===== src/rtl/seq_calculator.sv =====
// seq_calculator: multi-cycle unsigned add/sub/mul/div behind valid/ready
// handshakes. Add and subtract finish right after the decode cycle. Multiply
// (shift-add) and divide (restoring) iterate one bit per cycle, MSB first.
module seq_calculator #(
    parameter int WIDTH = 16
) (
    input  logic             clk,
    input  logic             rst_n,
    input  logic [WIDTH-1:0] a,
    input  logic [WIDTH-1:0] b,
    input  logic             add,
    input  logic             subtract,
    input  logic             divide,
    input  logic             multiply,
    input  logic             in_valid,
    output logic             in_ready,
    output logic [WIDTH-1:0] result,
    output logic [WIDTH-1:0] remainder,
    output logic             overflow,
    output logic             invalid_input,
    output logic             out_valid,
    input  logic             out_ready
);

    localparam int CW = $clog2(WIDTH);

    // DECODE is the cycle between acceptance and the first result/iteration,
    // working only from the latched request.
    typedef enum logic [2:0] {
        IDLE,
        DECODE,
        MUL,
        DIV,
        DONE
    } state_t;

    state_t state;
    state_t next_state;

    logic [WIDTH-1:0]   a_reg;
    logic [WIDTH-1:0]   b_reg;
    logic               op_add;
    logic               op_sub;
    logic               op_mul;
    logic               op_div;
    logic [CW-1:0]      count;
    logic [2*WIDTH-1:0] acc;
    logic [WIDTH:0]     rem;
    logic [WIDTH-1:0]   quot;

    logic               op_bad;
    logic               div_zero;
    logic [WIDTH:0]     sum_ext;
    logic [2*WIDTH-1:0] mul_next;
    logic [WIDTH:0]     rem_shift;
    logic               rem_ge;
    logic [WIDTH:0]     rem_next;
    logic [WIDTH-1:0]   quot_next;

    assign in_ready  = (state == IDLE) && rst_n;
    assign out_valid = (state == DONE);

    // Request decode plus the single iteration step of the multiplier and divider
    always_comb begin
        op_bad    = ($countones({op_add, op_sub, op_mul, op_div}) != 1);
        div_zero  = op_div && (b_reg == '0);
        sum_ext   = {1'b0, a_reg} + {1'b0, b_reg};
        mul_next  = {acc[2*WIDTH-2:0], 1'b0}
                  + (b_reg[count] ? {{WIDTH{1'b0}}, a_reg} : {(2*WIDTH){1'b0}});
        rem_shift = {rem[WIDTH-1:0], a_reg[count]};
        rem_ge    = (rem_shift >= {1'b0, b_reg});
        rem_next  = rem_ge ? (rem_shift - {1'b0, b_reg}) : rem_shift;
        quot_next = {quot[WIDTH-2:0], rem_ge};
    end

    // State register
    always_ff @(posedge clk or negedge rst_n) begin
        if (!rst_n) begin
            state <= IDLE;
        end else begin
            state <= next_state;
        end
    end

    // Next-state logic
    always_comb begin
        next_state = state;
        case (state)
            IDLE: begin
                if (in_valid) begin
                    next_state = DECODE;
                end
            end
            DECODE: begin
                if (op_bad || div_zero) begin
                    next_state = DONE;
                end else if (op_mul) begin
                    next_state = MUL;
                end else if (op_div) begin
                    next_state = DIV;
                end else begin
                    next_state = DONE;
                end
            end
            MUL, DIV: begin
                if (count == '0) begin
                    next_state = DONE;
                end
            end
            DONE: begin
                if (out_ready) begin
                    next_state = IDLE;
                end
            end
            default: next_state = IDLE;
        endcase
    end

    // Operand capture, iteration registers and the registered output fields
    always_ff @(posedge clk or negedge rst_n) begin
        if (!rst_n) begin
            a_reg         <= '0;
            b_reg         <= '0;
            op_add        <= 1'b0;
            op_sub        <= 1'b0;
            op_mul        <= 1'b0;
            op_div        <= 1'b0;
            count         <= '0;
            acc           <= '0;
            rem           <= '0;
            quot          <= '0;
            result        <= '0;
            remainder     <= '0;
            overflow      <= 1'b0;
            invalid_input <= 1'b0;
        end else begin
            case (state)
                IDLE: begin
                    if (in_valid) begin
                        a_reg  <= a;
                        b_reg  <= b;
                        op_add <= add;
                        op_sub <= subtract;
                        op_mul <= multiply;
                        op_div <= divide;
                    end
                end
                DECODE: begin
                    if (op_bad || div_zero) begin
                        result        <= '0;
                        remainder     <= '0;
                        overflow      <= 1'b0;
                        invalid_input <= 1'b1;
                    end else if (op_add) begin
                        result        <= sum_ext[WIDTH-1:0];
                        remainder     <= '0;
                        overflow      <= sum_ext[WIDTH];
                        invalid_input <= 1'b0;
                    end else if (op_sub) begin
                        result        <= a_reg - b_reg;
                        remainder     <= '0;
                        overflow      <= (a_reg < b_reg);
                        invalid_input <= 1'b0;
                    end else if (op_mul) begin
                        acc   <= '0;
                        count <= CW'(WIDTH - 1);
                    end else begin
                        rem   <= '0;
                        quot  <= '0;
                        count <= CW'(WIDTH - 1);
                    end
                end
                MUL: begin
                    acc   <= mul_next;
                    count <= count - 1'b1;
                    if (count == '0) begin
                        result        <= mul_next[WIDTH-1:0];
                        remainder     <= '0;
                        overflow      <= |mul_next[2*WIDTH-1:WIDTH];
                        invalid_input <= 1'b0;
                    end
                end
                DIV: begin
                    rem   <= rem_next;
                    quot  <= quot_next;
                    count <= count - 1'b1;
                    if (count == '0) begin
                        result        <= quot_next;
                        remainder     <= rem_next[WIDTH-1:0];
                        overflow      <= 1'b0;
                        invalid_input <= 1'b0;
                    end
                end
                default: begin
                end
            endcase
        end
    end

endmodule


===== config.mk =====
export PLATFORM = sky130hd
export DESIGN_NAME = seq_calculator
export DESIGN_NICKNAME = d
export VERILOG_FILES = /design/src/rtl/seq_calculator.sv
export SDC_FILE = /design/constraint.sdc
export NUM_CORES = 1
export LEC_CHECK = 0
export ABC_AREA = 1
export CORE_AREA = 2 2 149 151
export CTS_CLUSTER_DIAMETER = 50
export DETAILED_ROUTE_END_ITERATION = 7
export DIE_AREA = 0 0 151 153
export PLACE_DENSITY_LB_ADDON = 0.12
export SETUP_SLACK_MARGIN = 0.3
export SKIP_CTS_REPAIR_TIMING = 1
export SLEW_MARGIN = 5
export SYNTH_ARGS = -nofsm -noshare
export SYNTH_HDL_FRONTEND = slang
export SYNTH_SLANG_ARGS = --single-unit
export TNS_END_PERCENT = 5

===== constraint.sdc =====
create_clock -name clk -period 3.5 [get_ports clk]
set_input_delay 1.05 -clock clk [delete_from_list [all_inputs] [get_ports clk]]
set_output_delay 1.05 -clock clk [all_outputs]
set_load 0.005 [all_outputs]

### Word-level counts from Yosys, hierarchy flattened

Index checks and enable logic that the tools add are counted.

| cells by class | value |
|---|---|
| add/subtract/negate cells | 8 |
| equal/unequal tests | 16 |
| mux-type cells | 54 |
| $lt $le $gt $ge | 3 |
| reduce and logical (&&, ||, !) cells | 19 |

Operator list:

| kind | count |
|---|---|
| $mux W16 | 16 |
| $mux W31 | 4 |
| $pmux W16 S3 | 2 |
| $pmux W31 S2 | 1 |
| $mux W15 | 4 |
| $add A32 B16 Y32 | 1 |
| $pmux W16 S2 | 1 |
| $sub A16 B16 Y16 | 2 |
| $pmux W15 S2 | 1 |
| $mux W3 | 6 |
| $add A16 B16 Y17 | 1 |
| $ge A17 B16 Y1 | 1 |
| $logic_not A16 Y1 | 1 |
| $lt A16 B16 Y1 | 1 |
| $ne A2 B2 Y1 const B | 8 |
| $reduce_or A16 Y1 | 1 |
| $mux W4 | 3 |
| $pmux W3 S4 | 1 |
| $mux W1 | 10 |
| $reduce_and A5 Y1 | 2 |
| $bmux W1 S4 | 2 |
| $pmux W4 S2 | 1 |
| $reduce_and A4 Y1 | 2 |
| $eq A3 B2 Y1 const B | 2 |
| 20 further kinds | 26 |

| word-level totals | value |
|---|---|
| bits of input ports | 40 |
| register bits | 139 |
| output and inout port bits | 36 |
| logic and storage cells | 115 |

### Logic depth before layout (Yosys ltp)

Gate-level depths: netlist (run 1).

| depth | value |
|---|---|
| depth in word-level cells | 7 |
| mapped depth | 29 |
| mapped depth without buffers | 26 |

### Worst setup path after synthesis (run 1)

OpenSTA, ideal clock, no wires.

| timing path | value |
|---|---|
| path kind | reg2reg |
| from | reg count[0] |
| to | reg overflow |
| setup time | 124 ps |
| path buffers | 3 |
| setup slack | 237 ps |
| required time | 3376 ps |
| data arrival time | 3139 ps |
| cell stages (with the launch flop) | 29 |
| cell sequence | dfrtp_1 > buf_2 > inv_1 > clkbuf_1 > o21ai_0 > nand3_1 > o2111ai_1 > nand2_1 > inv_1 > buf_2 > nor2_1 > ha_1 > inv_1 > fa_1 > inv_1 > nand2_1 > nand2_1 > and2_1 > nand2_1 > nand3_1 > nand2_1 > nand2_1 > nand2_1 > nand2_1 > nand2_1 > nor2_1 > nand2_1 > o21bai_1 > a21oi_1 |

| on the way | value |
|---|---|
| cells in the longest elaborated chain, start to end | 7 |
| elaborated cells between the ends (all ways) | 11 |
| classes of those cells | 1 x add/sub; 2 x eq/ne; 5 x mux; 3 x reduce/logical |

RTL lines:

| item | RTL line | source |
|---|---|---|
| start, declared | 46 | `logic [CW-1:0] count;` |
| start signal, assigned | 166 | `count <= CW'(WIDTH - 1);` |
| start signal, assigned | 170 | `count <= CW'(WIDTH - 1);` |
| start signal, assigned | 175 | `count <= count - 1'b1;` |
| $bmux W1 S4 | 69 | `+ (b_reg[count] ? {{WIDTH{1'b0}}, a_reg} : {(2*WIDTH){1'b0}});` |
| $mux W1 (not written as such) | 69 |  |
| $mux W16 | 69 |  |
| $add A32 B16 Y32 | 69 |  |
| $reduce_or A16 Y1 | 179 | `overflow <= \|mul_next[2*WIDTH-1:WIDTH];` |
| $mux W1 | 176 | `if (count == '0) begin` |
| $pmux W1 S3 | 137 | `case (state)` |
| end signal, assigned | 157 | `overflow <= sum_ext[WIDTH];` |
| end signal, assigned | 162 | `overflow <= (a_reg < b_reg);` |
| end signal, assigned | 179 |  |
| end, declared | 19 | `output logic overflow,` |

Several ways; a longest one is shown, not always the timed one. The select of a mux whose other input is x is not followed.
A chain may end at the register's enable or synchronous reset.

### Worst setup path after layout (run 1)

| timing path | value |
|---|---|
| from | reg count[0] |
| to | reg rem[14] |

| on the way | value |
|---|---|
| cells in the longest elaborated chain, start to end | 5 |
| elaborated cells between the ends (all ways) | 6 |
| classes of those cells | 1 x add/sub; 1 x order compare; 4 x mux |

RTL lines:

| item | RTL line | source |
|---|---|---|
| $bmux W1 S4 (*) | 70 | `rem_shift = {rem[WIDTH-1:0], a_reg[count]};` |
| $mux W1 (not written as such) (*) | 70 |  |
| $sub A16 B16 Y16 / $ge A17 B16 Y1 (equally long branches) | 72, 71 |  |
| $mux W16 (*) | 72 | `rem_next = rem_ge ? (rem_shift - {1'b0, b_reg}) : rem_shift;` |
| $pmux W16 S2 (*) | 137 |  |
| end signal, assigned | 184 | `rem <= rem_next;` |
| end, declared | 48 | `logic [WIDTH:0] rem;` |

Every way passes the cells marked *; elsewhere a longest branch is shown, timed or not. The select of a mux whose other input is x is not followed.

==> flow_summary.toml, run 1 <==
[cts]
numCtsBuffers = 17
clkSlewWorstSetupHoldPaths_ps = 60
clockRootBuffer = "clkbuf_16"
htree_levels = 4
tritoncts = "done"
cts.sinks = 139
clk_latency_ps = 430
clk_path_buf_depth = 2

[power]
ir_drop_uv = 438
p_total_uw = 13400
powerDensity_mw_per_mm2 = 1060
leakage_uw = 0.00622

[finish]
top_register = "acc"
diodes = 0
largest_register_ffs = 31
final_layout_size_suffix_gt1_share_pct = 15.0
final_nets = 1695
fillCellCount = 2061
layout-area-overhead-vs-synth_pct = 25.4

[logic_synthesis]
synth.distinct_cells = 51
syn_avg_cell_area_um2 = 6.95
synth_edf_count = 0
async_reset_ff_share_pct = 100
synth_nets = 1571
yosys_most_used_dff = "dfrtp_1"
yosysSeqAreaShare_pct = 34.3
yosys.area.top_type = "dfrtp_1"
synth-seq-cells = 139
ys_top_cells_by_area = "dfrtp_1, nand2_1, ha_1"
synth_top_area_share_pct = 34.3
yosys_warnings = 0
syn-cell-area_mm2 = 0.0101
synthCells = 1459

[routing]
dr.pass1.iters = 5
ant_nets = 0
vias = 10148
wl_mm = 33.6
drt_iter0_drc = 800
wl_per_cell_um = 17.9
drc = 0
via_per_inst = 5.42

[placement]
gp_congestion = 0.920
port-buffer-count = 75
hpwl_mm = 25.7

[floorplanning]
core-area_mm2 = 0.0215
rows = 54
start_util_pct = 47.2
io-pin-count = 76
dieArea_mm2 = 0.0231
die_w_um = 151
dieHeight_um = 153

[setup_path]
r2r_cells = 18
worstReg2RegStart = "count[0]"
start_kind = "flip-flop"
crit_type = "flip-flop to flip-flop"
worstPathArrival_ps = 3770
setup.worst_path.end_class = "flip-flop"
cp_max_fo = 6
cp-startpoint = "count[0]"
critPathRequiredTime_ps = 3800
r2r-end = "rem[14]"
ff2ff_setup_slack_ps = 30

[timing]
finalSetupTns_ps = 0
fin_skew_ps = 12.6
worst_pin_slew_ps = 946
fmax_mhz = 288
slew_violations = 0
fin_crit_ps = 3470
hold_viol_final = 0
max-slew-margin-rel_pct = 37.0
rsz0062_at_grt = "yes"
setup_violations = 0
period_share_pct = 99.1

[run_status]
outcome = "finished, final reports clean"

[global_routing]
grt.total_usage_pct = 29.4
grt_max_degree = 70
gr-total-overflow = 0
grt_pass1_wl_mm = 51.9
antenna_found_initial = 0
grt_pass1_vias = 9326

[flow_run]
drv_cap = 0

[hold_path]
hp-class = "input port to asynchronous set/reset pin"
-- kinds of logic (layout without fill, tap and decap cells) --
kind of cell | after synthesis | after routing | share of synthesized area, %
AND/OR/NAND/NOR | 661 | 661 | 27.7
AO/OA/AOI/OAI | 303 | 303 | 16.6
buffers and inverters | 265 | 400 | 10.4
flip-flops | 139 | 139 | 34.3
adder cells (fa/ha/maj) | 72 | 72 | 9.26
XOR/XNOR | 17 | 17 | 1.47
multiplexers | 2 | 2 | 0.210
-- through the flow --
| step | std cells | hold slack (ps) | cell area [µm²] | util, % | setup slack, ps |
|---|---|---|---|---|---|
| 2_1_floorplan | 1459 | 465 | 10100 | - | 302 |
| 3_3_place_gp | 1814 | 467 | 11400 | 53.0 | 19.4 |
| 3_5_place_dp | 1814 | 472 | 11400 | 53.0 | 22.5 |
| 4_1_cts | 1844 | 424 | 12000 | 55.9 | -79.0 |
| 5_1_grt | 1874 | 425 | 12700 | 59.1 | -52.7 |
| 6_report | 1874 | 429 | 12700 | 59.1 | 30.9 |
-- area by class of cell --
class	count	area (µm²)	share of cell area (%)
Clock buffer	19	443	3.49
Timing Repair inverter	1	7.51	0.0591
Sequential cell	139	3480	27.4
Inverter	220	841	6.62
Tap cell	280	350	2.76
Clock inverter	11	171	1.35
Multi-Input combinational cell	1055	6070	47.8
Timing Repair Buffer	149	1340	10.5
-- metal layers --
| metal | part of all wire, % | GRT usage, % | up-vias | routed length [µm] |
|---|---|---|---|---|
| li1 | - | - | 4991 | - |
| met1 | 47 | 43.6 | 4701 | 15800 |
| met2 | 44 | 44.1 | 396 | 14600 |
| met3 | 6.8 | 4.75 | 60 | 2270 |
| met4 | 2.7 | 8.37 | 0 | 892 |
| met5 | 0 | 0 | - | 0 |
-- how the worst max path moves through the flow --
stage	endpoint	slack, ps	depth (start not counted)
finish	rem[14]	30	18
global placement	overflow	20	21
detailed placement	overflow	20	21
CTS	overflow	-80	21
floorplan	overflow	300	29
global route	rem[14]	-50	18
-- Yosys cell counts, drive strengths merged, types with 6 or more instances --
cell / number
a31oi: 6
o22ai: 25
nand3: 85
ha: 67
nor2: 156
nand2: 370
clkbuf: 26
dfrtp: 139
buf: 19
o21ai: 114
o211ai: 9
nand4: 14
a21oi: 115
or2: 11
xnor2: 9
xor2: 8
nor3: 15
o21bai: 10
inv: 220
-- where the power goes --
group	leakage, µW	total (µW)	switching, µW	internal [µW]
registers	0.00175	2610	538	2070
clock network	0.000295	1940	738	1200
logic	0.00418	8860	5420	3440
total	0.00622	13400	6700	6720
-- cells in the final DEF, fill, tap and decap left out, types with 4 or more instances in the layout --
cell             count
o21ai_1             21
o21ai_2              4
bufinv_16            4
o21ai_0             89
buf_4               71
xor2_1               8
a21oi_1            111
inv_1              212
nand4_1             14
a21o_1               5
xnor2_1              8
nand3b_1             5
dfrtp_1            137
a211oi_1             4
nand3_2             14
o22ai_1             25
clkbuf_16           17
o211ai_1             9
nand3_1             70
ha_4                15
nor2_4              14
ha_1                52
nor3_1              14
or2_2                9
nand2_1            335
nand2_2             34
a21oi_2              4
clkdlybuf4s50_1     74
clkinvlp_4           5
nor2_2              18
inv_2                4
o21bai_1            10
nor2_1             124
a31oi_1              6
-- worst max-delay path, cell delays in order (launching register included) --
cell and delay, ps:
dfrtp_2 420, buf_4 150, clkinvlp_4 130, o21ai_0 240, a21oi_1 70, o311ai_1 370, nand2_1 250, ha_4 240
fa_2 410, nor2_4 100, nor2_2 60, o21ai_2 200, buf_4 150, nand3_1 70, nand2_2 100, xnor2_2 110
nand2_1 110, nand3_2 100, o21ai_1 70
(Power assumes the default switching activity.)
==> run 2: changes to the inputs <==
--- a/config.mk
+++ b/config.mk
@@ -10,6 +10,8 @@
 export CTS_CLUSTER_DIAMETER = 50
 export DETAILED_ROUTE_END_ITERATION = 7
 export DIE_AREA = 0 0 151 153
+export GPL_ROUTABILITY_DRIVEN = 0
+export GPL_TIMING_DRIVEN = 0
 export PLACE_DENSITY_LB_ADDON = 0.12
 export SETUP_SLACK_MARGIN = 0.3
 export SKIP_CTS_REPAIR_TIMING = 1
==> run 2 against run 1 <==
  * The run now ends with setup timing left
  * Non-clock buffer count shrank 8
  * Sequential power about the same
  * Die area unchanged
  * Largest power group unchanged
  * Sequential share of layout area is 0.52 points higher
  * Via count is 0.31% higher
  * Global-route usage is 0.96 points lower
  * Clock power about the same
  * Highest routed layer unchanged
  * Setup slack got worse by 110 ps
  * Power decreased by 4.3%
  * Final cell count fell by 0.43%
  * First-iteration DRC count rose by 18%
  * Clock-buffer cell count stayed put
  * Critical endpoint is now overflow
==> flow_summary.toml, run 2 (same netlist as run 1, synthesis figures left out) <==
[finish]
top_register = "acc"
final_cell_mix = "nand2_1, inv_1, dfrtp_1, nor2_1, a21oi_1"
multi_input_area_mm2 = 0.00589
fin_area_mm2 = 0.0125
diodes = 0
seq_area_mm2 = 0.00348
fillCellCount = 2097
final_common_cell = "nand2_1"
final_nets = 1686
final_layout_size_suffix_gt1_share_pct = 12.5
layout-area-overhead-vs-synth_pct = 23.0
final_cells = 1866
largest_register_ffs = 31

[floorplanning]
start_util_pct = 47.2
die_w_um = 151
core-area_mm2 = 0.0215
io-pin-count = 76
dieArea_mm2 = 0.0231
dieHeight_um = 153
rows = 54

[routing]
wl_per_cell_um = 17.6
dr.pass1.iters = 6
vias = 10179
drt_iter0_drc = 944
wl_mm = 32.8
via_per_inst = 5.45
drc = 0
ant_nets = 0

[power]
seq_power_share_pct = 20.2
power.internal_uw = 6250
ir_drop_uv = 467
swShare_pct = 51.3
p_clk_share_pct = 15.2
power_frac_comb_pct = 64.7
powerDensity_mw_per_mm2 = 1030
leakage_uw = 0.00615
switchingPower_uw = 6590

[timing]
slew_violations = 0
setup_ws_ps = -83.6
rsz0062_at_grt = "yes"
fin_skew_ps = 14.6
hold_viol_final = 0
setup_violations = 2
max-slew-margin-rel_pct = 45.7
fin_crit_ps = 3580
worst_pin_slew_ps = 815
fmax_mhz = 279
period_share_pct = 102

[setup_path]
critPathCapture = "overflow"
r2r-end = "overflow"
critPathRequiredTime_ps = 3820
worstPathArrival_ps = 3900
crit_type = "flip-flop to flip-flop"
cp_max_fo = 7
r2r_cells = 27
cp-startpoint = "count[1]"
worstReg2RegStart = "count[1]"
setup.worst_path.end_class = "flip-flop"
start_kind = "flip-flop"
ff2ff_setup_slack_ps = -80

[global_routing]
grt.total_usage_pct = 28.4
antenna_found_initial = 1
grt_pass1_wl_mm = 50.6
grt_max_degree = 72
grt_pass1_vias = 9348
gr-total-overflow = 0

[cts]
cts.sinks = 139
clockRootBuffer = "clkbuf_16"
clk_path_buf_depth = 2
clkSlewWorstSetupHoldPaths_ps = 60
numCtsBuffers = 17
tritoncts = "done"
clk_latency_ps = 440
htree_levels = 4

[hold_path]
hp-class = "flip-flop to flip-flop"

[flow_run]
drv_cap = 0

[placement]
dpl.cell_count = 1815
place_area_mm2 = 0.0113
hpwl_mm = 25.3
port-buffer-count = 75

[run_status]
violations = "setup timing"
outcome = "finished with violations"
-- run 2: cell count changes in the layout (fill, tap and decap cells not counted), moves of 3 or more --
cell / previous run / this run
nor2_2: 18 / 15
nor2_4: 14 / 8
clkbuf_2: 0 / 6
ha_1: 52 / 61
ha_4: 15 / 5
buf_6: 1 / 11
clkbuf_4: 0 / 4
buf_4: 71 / 16
nor2_1: 124 / 133
buf_2: 0 / 7
clkbuf_1: 1 / 15
inv_6: 1 / 5
clkinv_4: 3 / 0
-- run 2: power by group through the flow --
| stage | sequential (µW) | clock (µW) | combinational (µW) |
|---|---|---|---|
| finish | 2590 | 1950 | 8300 |
| CTS | 2560 | 1960 | 7120 |
| global route | 2620 | 2030 | 9170 |
| floorplan | 2390 | 0 | 4940 |
| global placement | 2580 | 0 | 6970 |
| detailed placement | 2590 | 0 | 7070 |
-- run 2: area by class of cell --
type,instances,share of cell area [%]
Multi-Input combinational cell,1055,47.2
Sequential cell,139,27.9
Timing Repair Buffer,96,7.86
Inverter,220,6.76
Clock buffer,19,3.63
Tap cell,280,2.81
Buffer,45,2.51
Clock inverter,12,1.29
-- run 2: metal layers --
metal	wire (µm)	global-route usage [%]	share of wire, %	up-vias
met5	0	0	0	-
met4	887	8.50	2.7	0
met3	1910	4.78	5.8	54
met2	14400	42.8	44	338
met1	15600	41.8	48	4809
li1	-	-	-	4978
-- run 2: through the flow --
| stage | worst slack [ps] | total power (µW) | utilization, % | hold slack (ps) | setup TNS [ps] |
|---|---|---|---|---|---|
| global placement | -4690 | 9550 | 52.3 | 470 | -646590 |
| CTS | -698 | 11600 | 55.3 | 485 | -41230 |
| detailed placement | -682 | 9660 | 52.4 | 467 | -38730 |
| finish | -83.6 | 12800 | 58.0 | 483 | -115 |
| floorplan | 302 | 7340 | - | 465 | 0 |
| global route | -301 | 13800 | 58.0 | 509 | -706 |
-- run 2: worst min-delay path by stage --
stage / startpoint / endpoint / slack (ps) / cells past startpoint
after floorplan: quot[4] / quot[5] / 470 / 2
after global placement: remainder[12] / remainder[12] / 470 / 2
after detailed placement: remainder[12] / remainder[12] / 470 / 2
after CTS: remainder[12] / remainder[12] / 490 / 2
after global routing: rst_n / acc[20] / 510 / 1
final: remainder[12] / remainder[12] / 480 / 2
-- run 2: critical path, stage by stage (launching register included) --
cell and delay [ps]:
dfrtp_1 350, buf_6 130, clkinvlp_4 170, a21oi_2 140
o21ai_1 80, nand3_1 100, o2111ai_2 110, nand2_2 150
inv_4 80, buf_8 130, nor2_4 80, ha_2 190
inv_1 50, fa_2 330, inv_2 90, nand2_1 70
nand2_2 80, nand3_2 70, nand2_2 80, nand2_1 90
nand2_2 130, nand3_1 80, nand2_1 90, nand2_1 60
nor2_2 150, nand2_1 90, o21bai_2 190, a21oi_1 90
==> run 3: changes to the inputs <==
--- a/config.mk
+++ b/config.mk
@@ -6,10 +6,12 @@
 export NUM_CORES = 1
 export LEC_CHECK = 0
 export ABC_AREA = 1
+export CAP_MARGIN = 10
 export CORE_AREA = 2 2 149 151
-export CTS_CLUSTER_DIAMETER = 50
+export CTS_CLUSTER_DIAMETER = 60
 export DETAILED_ROUTE_END_ITERATION = 7
 export DIE_AREA = 0 0 151 153
+export DONT_BUFFER_PORTS = 1
 export GPL_ROUTABILITY_DRIVEN = 0
 export GPL_TIMING_DRIVEN = 0
 export PLACE_DENSITY_LB_ADDON = 0.12
==> run 3 against run 2 <==
  * The run still ends with setup timing left
  * Maximum frequency down 1.4%
  * Power decreased by 1.7%
  * Setup slack got worse by 50 ps
  * Critical path type unchanged
  * Design area is 5.7% lower
  * Flip-flop and latch count unchanged
==> flow_summary.toml, run 3 (same netlist as run 1, synthesis figures left out) <==
[timing]
setup_ws_ps = -133
max-slew-margin-rel_pct = 45.7
slew_violations = 0
fin_skew_ps = 13.6
hold_viol_final = 0
fin_crit_ps = 3630
worst_pin_slew_ps = 815
hold-worst-slack_ps = 297
period_share_pct = 104
setup_violations = 2
finalSetupTns_ps = -142
fmax_mhz = 275
rsz0062_at_grt = "yes"

[power]
swShare_pct = 52.5
seq_power_share_pct = 20.8
switchingPower_uw = 6630
p_clk_share_pct = 15.1
powerDensity_mw_per_mm2 = 1070
power.internal_uw = 5990
power_frac_comb_pct = 64.1
leakage_uw = 0.00586
ir_drop_uv = 525

[setup_path]
crit_type = "flip-flop to flip-flop"
crit_top_cell = "nand2_2"
setup.worst_path.end_class = "flip-flop"
cp_max_fo = 7
ff2ff_setup_slack_ps = -130
r2r-end = "overflow"
cp_top_family = "simple AND/OR/NAND/NOR gates"
r2r_cells = 27
start_kind = "flip-flop"
critical_path_depth = 27
cpMaxStageDelayCell = "fa_2"
worstReg2RegStart = "count[1]"
worstPathArrival_ps = 3960
max_stage_delay_ps = 380
critPathRequiredTime_ps = 3830
worst-path-buf-inv = 6

[global_routing]
grt_pass1_wl_mm = 50.6
grt_pass1_vias = 9146
grt_max_degree = 141
gr-total-overflow = 0
antenna_found_initial = 0
grt_busiest_layer = "met2"
grt_use_met1_pct = 42.2
gr-usage-met2_pct = 43.8
grt.total_usage_pct = 28.5
grt_use_met3_pct = 4.24

[cts]
htree_levels = 4
numCtsBuffers = 17
clockRootBuffer = "clkbuf_16"
tritoncts = "done"
clk_path_buf_depth = 2
cts.sinks = 139
clk_latency_ps = 440
clkSlewWorstSetupHoldPaths_ps = 70

[floorplanning]
start_util_pct = 47.2
die_w_um = 151
io-pin-count = 76
dieArea_mm2 = 0.0231
dieHeight_um = 153
core-area_mm2 = 0.0215
rows = 54

[finish]
top_register = "acc"
diodes = 0
final_nets = 1612
largest_register_ffs = 31
final_common_cell = "nand2_1"
final_layout_size_suffix_gt1_share_pct = 14.1
layout-area-overhead-vs-synth_pct = 16.0
final_cell_mix = "nand2_1, inv_1, dfrtp_1, nor2_1, a21oi_1"

[routing]
vias = 9790
ant_nets = 0
via_per_inst = 5.46
dr.pass1.iters = 7
wl_mm = 32.8
drc = 0
drt_iter0_drc = 697
wl_per_cell_um = 18.3

[run_status]
outcome = "finished with violations"
violations = "setup timing"

[placement]
hpwl_mm = 25.2
port-buffer-count = 0
post-place-ws_ps = -645

[hold_path]
hp-class = "input port to asynchronous set/reset pin"

[flow_run]
drv_cap = 0
-- run 3: final cells by class --
type,count,area [µm²]
buffer,45,312
multi-input combinational,1055,5960
clock buffer,17,425
inverter,220,842
sequential,139,3480
fill,2125,9730
clock inverter,15,176
timing repair buffer,22,211
tap,280,350
-- run 3: worst max path at each step --
stage          startpoint        end  slack (ps)
4_1_cts            op_add  result[3]        -680
3_3_place_gp     count[0]   overflow        -600
6_report         count[1]   overflow        -130
2_1_floorplan    count[0]   overflow         300
3_5_place_dp     count[0]   overflow        -650
5_1_grt          count[0]   overflow        -300
-- run 3: routing by layer --
layer / up-vias / wire length [µm] / part of all wire, %
met5: - / 0 / 0
met4: 0 / 734 / 2.2
met3: 47 / 2380 / 7.3
met2: 383 / 14400 / 44
met1: 4524 / 15300 / 46
li1: 4836 / - / -
-- run 3: power groups by stage --
stage                     sequential, µW  clock (µW)  combinational, µW
after detailed placement            2620           0               6790
after global placement              2610           0               6710
after floorplan                     2390           0               4940
final                               2620        1910               8090
after CTS                           2590        1920               6830
after global routing                2670        2000               8940
-- run 3: stage by stage --
step	total power, µW	util, %	std cells	instance area, µm²
detailed placement	9410	48.8	1739	10500
finish	12600	54.7	1793	11800
floorplan	7340	-	1459	10100
CTS	11400	51.6	1771	11100
global placement	9320	48.8	1739	10500
global route	13600	54.7	1793	11800
